<file path="config.mk">
export PLATFORM = sky130hd
export DESIGN_NAME = rr_arbiter8_flat
export DESIGN_NICKNAME = d
export VERILOG_FILES = /design/src/rtl/rr_arbiter8_pkg.sv /design/src/rtl/rr_arbiter8_if.sv /design/src/rtl/rr_arbiter8_pick8.sv /design/src/rtl/rr_arbiter8.sv /design/src/flat_wrapper.sv
export SDC_FILE = /design/constraint.sdc
export NUM_CORES = 1
export LEC_CHECK = 0
export BUFFER_PORTS_ARGS = -buffer_cell sky130_fd_sc_hd__buf_2
export CORE_UTILIZATION = 54
export CTS_BUF_LIST = sky130_fd_sc_hd__clkbuf_2 sky130_fd_sc_hd__clkbuf_4 sky130_fd_sc_hd__clkbuf_8
export DETAILED_ROUTE_END_ITERATION = 6
export PLACE_DENSITY_LB_ADDON = 0.08
export RECOVER_POWER = 100
export REMOVE_ABC_BUFFERS = 1
export SETUP_SLACK_MARGIN = 0.05
export SYNTH_ARGS = -nofsm -noshare
export SYNTH_HDL_FRONTEND = slang
export SYNTH_HIERARCHICAL = 1
export SYNTH_SLANG_ARGS = --single-unit
</file>
<file path="constraint.sdc">
create_clock -name clk -period 3.83 [get_ports clk]
set_input_delay 0.766 -clock clk [delete_from_list [all_inputs] [get_ports clk]]
set_output_delay 0.766 -clock clk [all_outputs]
set_load 0.01 [all_outputs]
</file>
<file path="src/rtl/rr_arbiter8_pkg.sv">
// Shared definitions for the eight-way round-robin arbiter.
package arb_pkg;

    localparam int NUM_REQ = 8;
    localparam int IDX_W   = 3;

    typedef enum logic {
        ARB_IDLE,
        ARB_OWNED
    } arb_state_e;

endpackage

</file>
<file path="src/rtl/rr_arbiter8_if.sv">
// Request/grant bundle between requesters (master) and the arbiter (slave).
interface rr_arbiter8_if;
    import arb_pkg::*;

    logic [NUM_REQ-1:0] req;
    logic [NUM_REQ-1:0] grant;
    logic               valid;
    logic [7:0]         hold_cnt;

    modport master (output req, input grant, input valid, input hold_cnt);
    modport slave  (input req, output grant, output valid, output hold_cnt);

endinterface

</file>
<file path="src/rtl/rr_arbiter8_pick8.sv">
// Combinational round-robin picker: first set candidate at or after i_start, mod 8.
module rr_pick8
    import arb_pkg::*;
(
    input  logic [NUM_REQ-1:0] i_cand,
    input  logic [IDX_W-1:0]   i_start,
    output logic               o_found,
    output logic [NUM_REQ-1:0] o_pick,
    output logic [IDX_W-1:0]   o_idx
);

    logic [NUM_REQ-1:0] w_rot;
    logic [IDX_W-1:0]   w_off;

    // Rotate so that i_start lands at bit 0.
    always_comb begin
        w_rot = '0;
        for (int i = 0; i < NUM_REQ; i++) begin
            w_rot[i] = i_cand[IDX_W'(i) + i_start];
        end
    end

    // Priority-encode the rotated vector; descending loop leaves the lowest set bit.
    always_comb begin
        w_off = '0;
        for (int i = NUM_REQ - 1; i >= 0; i--) begin
            if (w_rot[i]) begin
                w_off = IDX_W'(i);
            end
        end
    end

    // Rotate back: offset plus start wraps naturally in IDX_W bits.
    assign o_found = |i_cand;
    assign o_idx   = i_start + w_off;
    assign o_pick  = {{(NUM_REQ - 1){1'b0}}, 1'b1} << o_idx;

endmodule

</file>
<file path="src/rtl/rr_arbiter8.sv">
// Eight-requester round-robin arbiter with hold limit and registered one-hot grant.
module rr_arbiter8
    import arb_pkg::*;
#(
    parameter int unsigned MAX_HOLD = 15
) (
    input  logic          clk,
    input  logic          rst_n,
    rr_arbiter8_if.slave  bus
);

    localparam logic [7:0] HOLD_LAST = 8'(MAX_HOLD - 1);

    arb_state_e         r_state;
    logic [IDX_W-1:0]   r_ptr;
    logic [NUM_REQ-1:0] r_grant;
    logic               r_valid;
    logic [7:0]         r_hold_cnt;

    logic [NUM_REQ-1:0] w_cand;
    logic               w_found;
    logic [NUM_REQ-1:0] w_pick;
    logic [IDX_W-1:0]   w_idx;
    logic               w_owner_req;
    logic               w_others;
    logic               w_switch;

    // While owned the current owner is always excluded, covering both release and preempt.
    assign w_cand      = (r_state == ARB_IDLE) ? bus.req : (bus.req & ~r_grant);
    assign w_owner_req = |(bus.req & r_grant);
    assign w_others    = |(bus.req & ~r_grant);
    assign w_switch    = !w_owner_req || (w_others && (r_hold_cnt == HOLD_LAST));

    rr_pick8 u_pick (
        .i_cand  (w_cand),
        .i_start (r_ptr),
        .o_found (w_found),
        .o_pick  (w_pick),
        .o_idx   (w_idx)
    );

    // Arbitration FSM with registered grant, valid, pointer and hold counter.
    always_ff @(posedge clk or negedge rst_n) begin
        if (!rst_n) begin
            r_state    <= ARB_IDLE;
            r_ptr      <= '0;
            r_grant    <= '0;
            r_valid    <= 1'b0;
            r_hold_cnt <= '0;
        end else begin
            case (r_state)
                ARB_IDLE: begin
                    if (w_found) begin
                        r_state    <= ARB_OWNED;
                        r_grant    <= w_pick;
                        r_valid    <= 1'b1;
                        r_ptr      <= w_idx + IDX_W'(1);
                        r_hold_cnt <= '0;
                    end
                end
                ARB_OWNED: begin
                    if (w_switch) begin
                        if (w_found) begin
                            r_grant    <= w_pick;
                            r_valid    <= 1'b1;
                            r_ptr      <= w_idx + IDX_W'(1);
                            r_hold_cnt <= '0;
                        end else begin
                            r_state    <= ARB_IDLE;
                            r_grant    <= '0;
                            r_valid    <= 1'b0;
                            r_hold_cnt <= '0;
                        end
                    end else if (r_hold_cnt != HOLD_LAST) begin
                        // Saturates at HOLD_LAST when the owner is alone.
                        r_hold_cnt <= r_hold_cnt + 8'd1;
                    end
                end
                default: begin
                    r_state <= ARB_IDLE;
                    r_grant <= '0;
                    r_valid <= 1'b0;
                end
            endcase
        end
    end

    assign bus.grant    = r_grant;
    assign bus.valid    = r_valid;
    assign bus.hold_cnt = r_hold_cnt;

endmodule

</file>
<file path="src/flat_wrapper.sv">
// flat-port wrapper written by rule: the top's interface ports become plain ports
module rr_arbiter8_flat import arb_pkg::*;
#(
    parameter int unsigned MAX_HOLD = 15
)
  (clk, rst_n, bus_req, bus_grant, bus_valid, bus_hold_cnt);
  rr_arbiter8_if bus_i ();
  input  logic clk;
  input  logic rst_n;
  input wire logic [$bits(bus_i.req)-1:0] bus_req;
  output wire logic [$bits(bus_i.grant)-1:0] bus_grant;
  output wire logic [$bits(bus_i.valid)-1:0] bus_valid;
  output wire logic [$bits(bus_i.hold_cnt)-1:0] bus_hold_cnt;
  assign bus_i.req = bus_req;
  assign bus_grant = bus_i.grant;
  assign bus_valid = bus_i.valid;
  assign bus_hold_cnt = bus_i.hold_cnt;
  rr_arbiter8 #(.MAX_HOLD(MAX_HOLD)) u_core (.clk(clk), .rst_n(rst_n), .bus(bus_i));
endmodule
</file>
== Word-level counts from Yosys, hierarchy flattened ==
Cells that the tools add are included.

* $add $sub $neg: 10
* Reductions and logical operators: 8
* Bitwise logic cells: 4
* Equal/unequal tests: 5
* Div/mod/pow operators: 0
* Muxes and demuxes: 42
* $mul: 0
* $lt $le $gt $ge: 8
* Shift operators: 1

{| class="wikitable"
|+ Operator list
! operator !! number
|-
| 8-bit two-way mux || 7
|-
| 3-bit by 4-bit less-than comparator with 1-bit output (second input constant) || 8
|-
| 8-bit case mux with 2 select lines || 2
|-
| 3-bit two-way mux || 10
|-
| 1-bit binary-select mux with 3-bit select || 8
|-
| 8-bit OR reduction || 3
|-
| 8-bit AND || 2
|-
| 3-bit adder (first input constant) || 4
|-
| 1-bit two-way mux || 12
|-
| 8-bit by 1-bit adder with 8-bit output (second input constant) || 1
|-
| 8-bit by 4-bit equality test with 1-bit output (second input constant) || 1
|-
| 8-bit by 4-bit != test with 1-bit output (second input constant) || 1
|-
| 8-bit NOT || 1
|-
| 1-bit by 3-bit left shift with 8-bit output (first input constant) || 1
|-
| 2-bit by 3-bit adder with 3-bit output (first input constant) || 2
|-
| 3-bit case mux with 2 select lines || 1
|-
| 2-bit != test (second input constant) || 2
|-
| 1-bit case mux with 2 select lines || 2
|-
| 2-bit AND reduction || 2
|-
| 1-bit by 3-bit adder with 3-bit output (first input constant) || 1
|-
| 3-bit by 1-bit adder with 3-bit output (second input constant) || 1
|-
| 3-bit adder || 1
|-
| 3-bit != test (second input constant) || 1
|-
| 1-bit logical AND || 1
|-
| 3 further kinds || 3
|}

* Output and inout bits: 17
* Memory bits (read-only): 0
* Memory bits (writable): 0
* Logic and storage cells: 83
* Bits in latches: 0
* Memories: 0
* Register bits: 21

== Logic depth before layout (Yosys ltp) ==
* Word-level depth: 18
* Depth in mapped cells: 17
* Depth with buffers taken out: 15

== Modules after synthesis ==
Netlist, hierarchy kept.

{| class="wikitable"
|+ By module, submodules not included
! module !! times used !! cells each !! area an instance (µm²)
|-
| rr_arbiter8 || 1 || 112 || 1223.7
|-
| rr_pick8 || 1 || 95 || 855.8
|}

== Least setup slack after synthesis ==
OpenSTA, ideal clock, no wires.

* Kind: input port to flip-flop
* From: input bus_req[2]
* To: register u_core.r_ptr[2]
* Data arrival time: 3637 ps
* Library setup time: 128 ps
* Required time: 3702 ps
* Stages: 14
* Setup slack: 65 ps
* Cell sequence: a21boi_0 -> nor2_1 -> mux4_2 -> o31a_1 -> a2bb2oi_1 -> nor3_1 -> a211oi_1 -> ha_1 -> inv_1 -> fa_1 -> xor2_1 -> xnor2_1 -> xor2_1 -> mux2_1

* Longest elaborated chain between the ends: 17
* Elaborated cells on any way between the ends: 39
* Those cells by class: 2 x add/sub; 1 x eq/ne; 28 x mux; 2 x bitwise; 6 x reduce/logical

{| class="wikitable"
|+ Ends and longest elaborated chain
! what !! RTL line !! text
|-
| start, declared || flat_wrapper.sv:10 || <nowiki>input wire logic [$bits(bus_i.req)-1:0] bus_req;</nowiki>
|-
| 8-bit AND || rr_arbiter8.sv:29 || <nowiki>assign w_cand = (r_state == ARB_IDLE) ? bus.req : (bus.req & ~r_grant);</nowiki>
|-
| 8-bit two-way mux * || rr_arbiter8.sv:29 ||
|-
| 1-bit binary-select mux with 3-bit select || rr_arbiter8_pick8.sv:19 || <nowiki>w_rot[i] = i_cand[IDX_W'(i) + i_start];</nowiki>
|-
| 1-bit two-way mux (not written as such) || rr_arbiter8_pick8.sv:19 ||
|-
| 3-bit two-way mux (7 in series) || rr_arbiter8_pick8.sv:27 || <nowiki>if (w_rot[i]) begin</nowiki>
|-
| 3-bit two-way mux * || rr_arbiter8_pick8.sv:27 ||
|-
| 3-bit adder * || rr_arbiter8_pick8.sv:35 || <nowiki>assign o_idx = i_start + w_off;</nowiki>
|-
| named net u_core.w_idx[2] || rr_arbiter8.sv:23 || <nowiki>logic [IDX_W-1:0] w_idx;</nowiki>
|-
| 3-bit by 1-bit adder with 3-bit output * || rr_arbiter8.sv:57, rr_arbiter8.sv:66 ||
|-
| 3-bit two-way mux * || rr_arbiter8.sv:53, rr_arbiter8.sv:63 ||
|-
| 3-bit two-way mux || rr_arbiter8.sv:62 || <nowiki>if (w_switch) begin</nowiki>
|-
| 3-bit case mux with 2 select lines * || rr_arbiter8.sv:51 || <nowiki>case (r_state)</nowiki>
|-
| end signal, assigned || rr_arbiter8.sv:57 || <nowiki>r_ptr <= w_idx + IDX_W'(1);</nowiki>
|-
| end signal, assigned || rr_arbiter8.sv:66 || <nowiki>r_ptr <= w_idx + IDX_W'(1);</nowiki>
|-
| end, declared || rr_arbiter8.sv:15 || <nowiki>logic [IDX_W-1:0] r_ptr;</nowiki>
|}

Mark *: on every way through the listed nets, which the timed path passes. The rest lies on a longest branch. The select of a mux whose other input is x is not followed.
A chain may end at the register's enable or synchronous reset.

== Worst setup path in the final report ==
* From: input bus_req[0]
* To: register u_core.r_ptr[2]

* Longest elaborated chain between the ends: 17
* Elaborated cells on any way between the ends: 39
* Those cells by class: 2 x add/sub; 1 x eq/ne; 28 x mux; 2 x bitwise; 6 x reduce/logical

{| class="wikitable"
|+ Ends and longest elaborated chain
! what !! RTL line !! text
|-
| 8-bit AND || rr_arbiter8.sv:29 ||
|-
| 8-bit two-way mux * || rr_arbiter8.sv:29 ||
|-
| named net u_core.w_cand[0] || rr_arbiter8.sv:20 || <nowiki>logic [NUM_REQ-1:0] w_cand;</nowiki>
|-
| 1-bit binary-select mux with 3-bit select || rr_arbiter8_pick8.sv:19 ||
|-
| 1-bit two-way mux (not written as such) || rr_arbiter8_pick8.sv:19 ||
|-
| 3-bit two-way mux (7 in series) || rr_arbiter8_pick8.sv:27 ||
|-
| 3-bit two-way mux * || rr_arbiter8_pick8.sv:27 ||
|-
| 3-bit adder * || rr_arbiter8_pick8.sv:35 ||
|-
| named net u_core.w_idx[1] || rr_arbiter8.sv:23 ||
|-
| 3-bit by 1-bit adder with 3-bit output * || rr_arbiter8.sv:57, rr_arbiter8.sv:66 ||
|-
| 3-bit two-way mux * || rr_arbiter8.sv:53, rr_arbiter8.sv:63 ||
|-
| 3-bit two-way mux || rr_arbiter8.sv:62 ||
|-
| 3-bit case mux with 2 select lines * || rr_arbiter8.sv:51 ||
|}

Marks and branches as above.

==> qor.yml <==
detail_route.wl_per_cell_um: 16.7
hold_viol_final: 0
clkSinkCount: 21
totalWireLength_mm: 5.07
fin_crit_sh: 0.966
rows: 22
dr_wl_met2_mm: 2.77
synth_area_leaders: "dfrtp_1 (25%), mux4_2 (9.7%), mux2i_1 (8.7%)"
root_buffer: "clkbuf_8"
gp_congestion: 0.860
ys_types: 56
h-tree-depth: 1
drive_above_1_share: 0.289
timing.hold.ws_ns: 0.500
top_layer_used: "met4"
post-route-min-period_ns: 3.70
grt_pass1_wl_mm: 8.56
io_pins: 27
holdBufCountCts: 0
fmax_ghz: 0.270
rsz0062_at_grt: "no"
yosys_warnings: 6
outcome: "finished clean"
core-area_um2: 3690
finalSetupViolations: 0
die_h_um: 64.1
start_util: 0.564
dp_hpwl_mm: 4.09
drc: 0
ant_nets: 0
syn_area_um2: 2080
hold_class: "register to register"
drt-initial-drc-count: 112
cp_max_fo: 5
worstPathRequired_ns: 3.97
start_kind: "primary input"
m1WireLength_mm: 2.09
wl_met3_um: 159
tightest_slew_ns: 1.34
antenna_found_initial: 0
syn_area_per_cell_um2: 10.0
worst_clock_skew_ns: 0.00268
grt_usage: 0.268
synth_top_area_frac: 0.253
layout_common_cells: "buf_4 (28), dfrtp_1 (20), clkbuf_1 (18), mux2i_1 (18), nand2_1 (14)"
cts_tree: "yes"
synth_ff_type: "dfrtp_1"
final_common_cell: "buf_4"
cts_buffer_depth: 2
io_buffer_count: 26
vias_per_cell: 6.05
die-area_um2: 4100
synthCells: 207
clk_pin_slew_ns: 0.07
report.final.slew_viol_count: 0
grt_max_degree: 22
max_cap_viol_count: 0
ys_ff_latch: 21
grt_overflow_total: 0
diodes: 0
vias: 1839
ys_seq_area_frac: 0.253
path_class: "primary input to register"
die_x_um: 64.1
nets: 274
relSlewSlack: 0.0969
area_growth_pct: 18.4
crit_arrival_ns: 3.84
synth_edf_count: 0
dr.pass1.iters: 4
insertion_delay_ns: 0.25
cts_made_buffers: 3
async_flop_share: 1.00
grt_pass1_vias: 1912
synth_top_area_cell: "dfrtp_1"
critPathCaptureType: "register"
==> timing repair <==
action,4_1_cts,5_1_grt
endpoints found under the hold margin,0,0
setup buffers,0,2
gates cloned,0,0
gates resized for setup,4,8
endpoints found under the setup margin,10,10
==> flip-flops by register name, summed over array words and instances (netlist names) <==
register,cells
u_core/bus.valid,1
u_core/bus.grant,8
u_core/r_state,1
u_core/r_ptr,3
u_core/bus.hold_cnt,8
==> area by class of cell <==
class	count	area, um2
repair buffers	55	325
clock inverters	1	5.00
fillers	321	1230
flip-flops and latches	21	527
clock buffers	3	41.3
well taps	48	60.1
multi-input cells	165	1460
inverters	11	41.3
==> through the flow <==
step / TNS (ns) / instance area [um2] / worst slack (ns) / instances / util
floorplan: 0 / 2010 / 0.0652 / 197 / -
global placement: -1.33 / 2410 / -0.172 / 298 / 0.653
detailed placement: -2.43 / 2410 / -0.285 / 298 / 0.653
CTS: 0 / 2460 / 0.0732 / 302 / 0.667
global route: 0 / 2460 / 0.0400 / 304 / 0.667
finish: 0 / 2460 / 0.131 / 304 / 0.667
==> Yosys cell counts, types with 2 or more instances <==
cell type,number
dfrtp_1,21
mux2i_1,18
nand2_1,15
nor2_1,13
inv_1,10
nor2b_1,10
mux4_2,9
o21ai_0,9
a21boi_0,8
a32o_1,8
ha_1,6
a22o_1,5
clkbuf_1,5
xor2_1,5
nand2b_1,4
nand3_1,4
and3_1,3
buf_6,3
o21ai_2,3
xnor2_1,3
a2111oi_2,2
a2bb2oi_1,2
a31oi_1,2
mux2_1,2
nor4_1,2
o22ai_1,2
o31a_1,2
o31ai_1,2
or2_2,2
==> kinds of logic (layout without fill, tap and decap cells) <==
family	Yosys count	count (layout)	synth area share
mux	31	31	0.211
flops	21	21	0.253
fa+ha+maj	7	7	0.0457
xor+xnor	8	8	0.0337
compound gates	55	55	0.236
simple gates	64	64	0.170
buf+inv	21	70	0.0511
==> path summary, 6_finish.rpt <==
kind                       cells past startpoint              startpoint  slack, ns                endpoint
min in group asynchronous                      1                   rst_n       0.70     u_core/bus.grant[5]
min                                            1  u_core/bus.hold_cnt[7]       0.50  u_core/bus.hold_cnt[7]
min reg2reg                                    1  u_core/bus.hold_cnt[7]       0.50  u_core/bus.hold_cnt[7]
max                                           15              bus_req[0]       0.13         u_core/r_ptr[2]
max in group asynchronous                      1                   rst_n       2.38          u_core/r_state
max reg2reg                                   14          u_core/r_state       0.25         u_core/r_ptr[2]
==> worst max-delay path, stage by stage <==
cell,delay [ns]
buf_2,0.10
a21boi_1,0.33
nor2b_1,0.08
mux4_2,0.47
o31a_1,0.31
a2bb2oi_1,0.13
nor3_1,0.27
a211oi_2,0.06
ha_1,0.18
inv_1,0.06
fa_2,0.47
inv_1,0.10
ha_1,0.16
xor2_1,0.06
mux2_1,0.28
==> metal layers <==
layer / track usage / vias up
met2: 0.495 / 38
met4: 0.0881 / 0
met5: 0 / -
li1: - / 883
met3: 0.0232 / 4
met1: 0.323 / 914
Power is left out: the tool's default activity adds up to more than one toggle a clock period on the data nets, which glitch-free logic cannot reach.
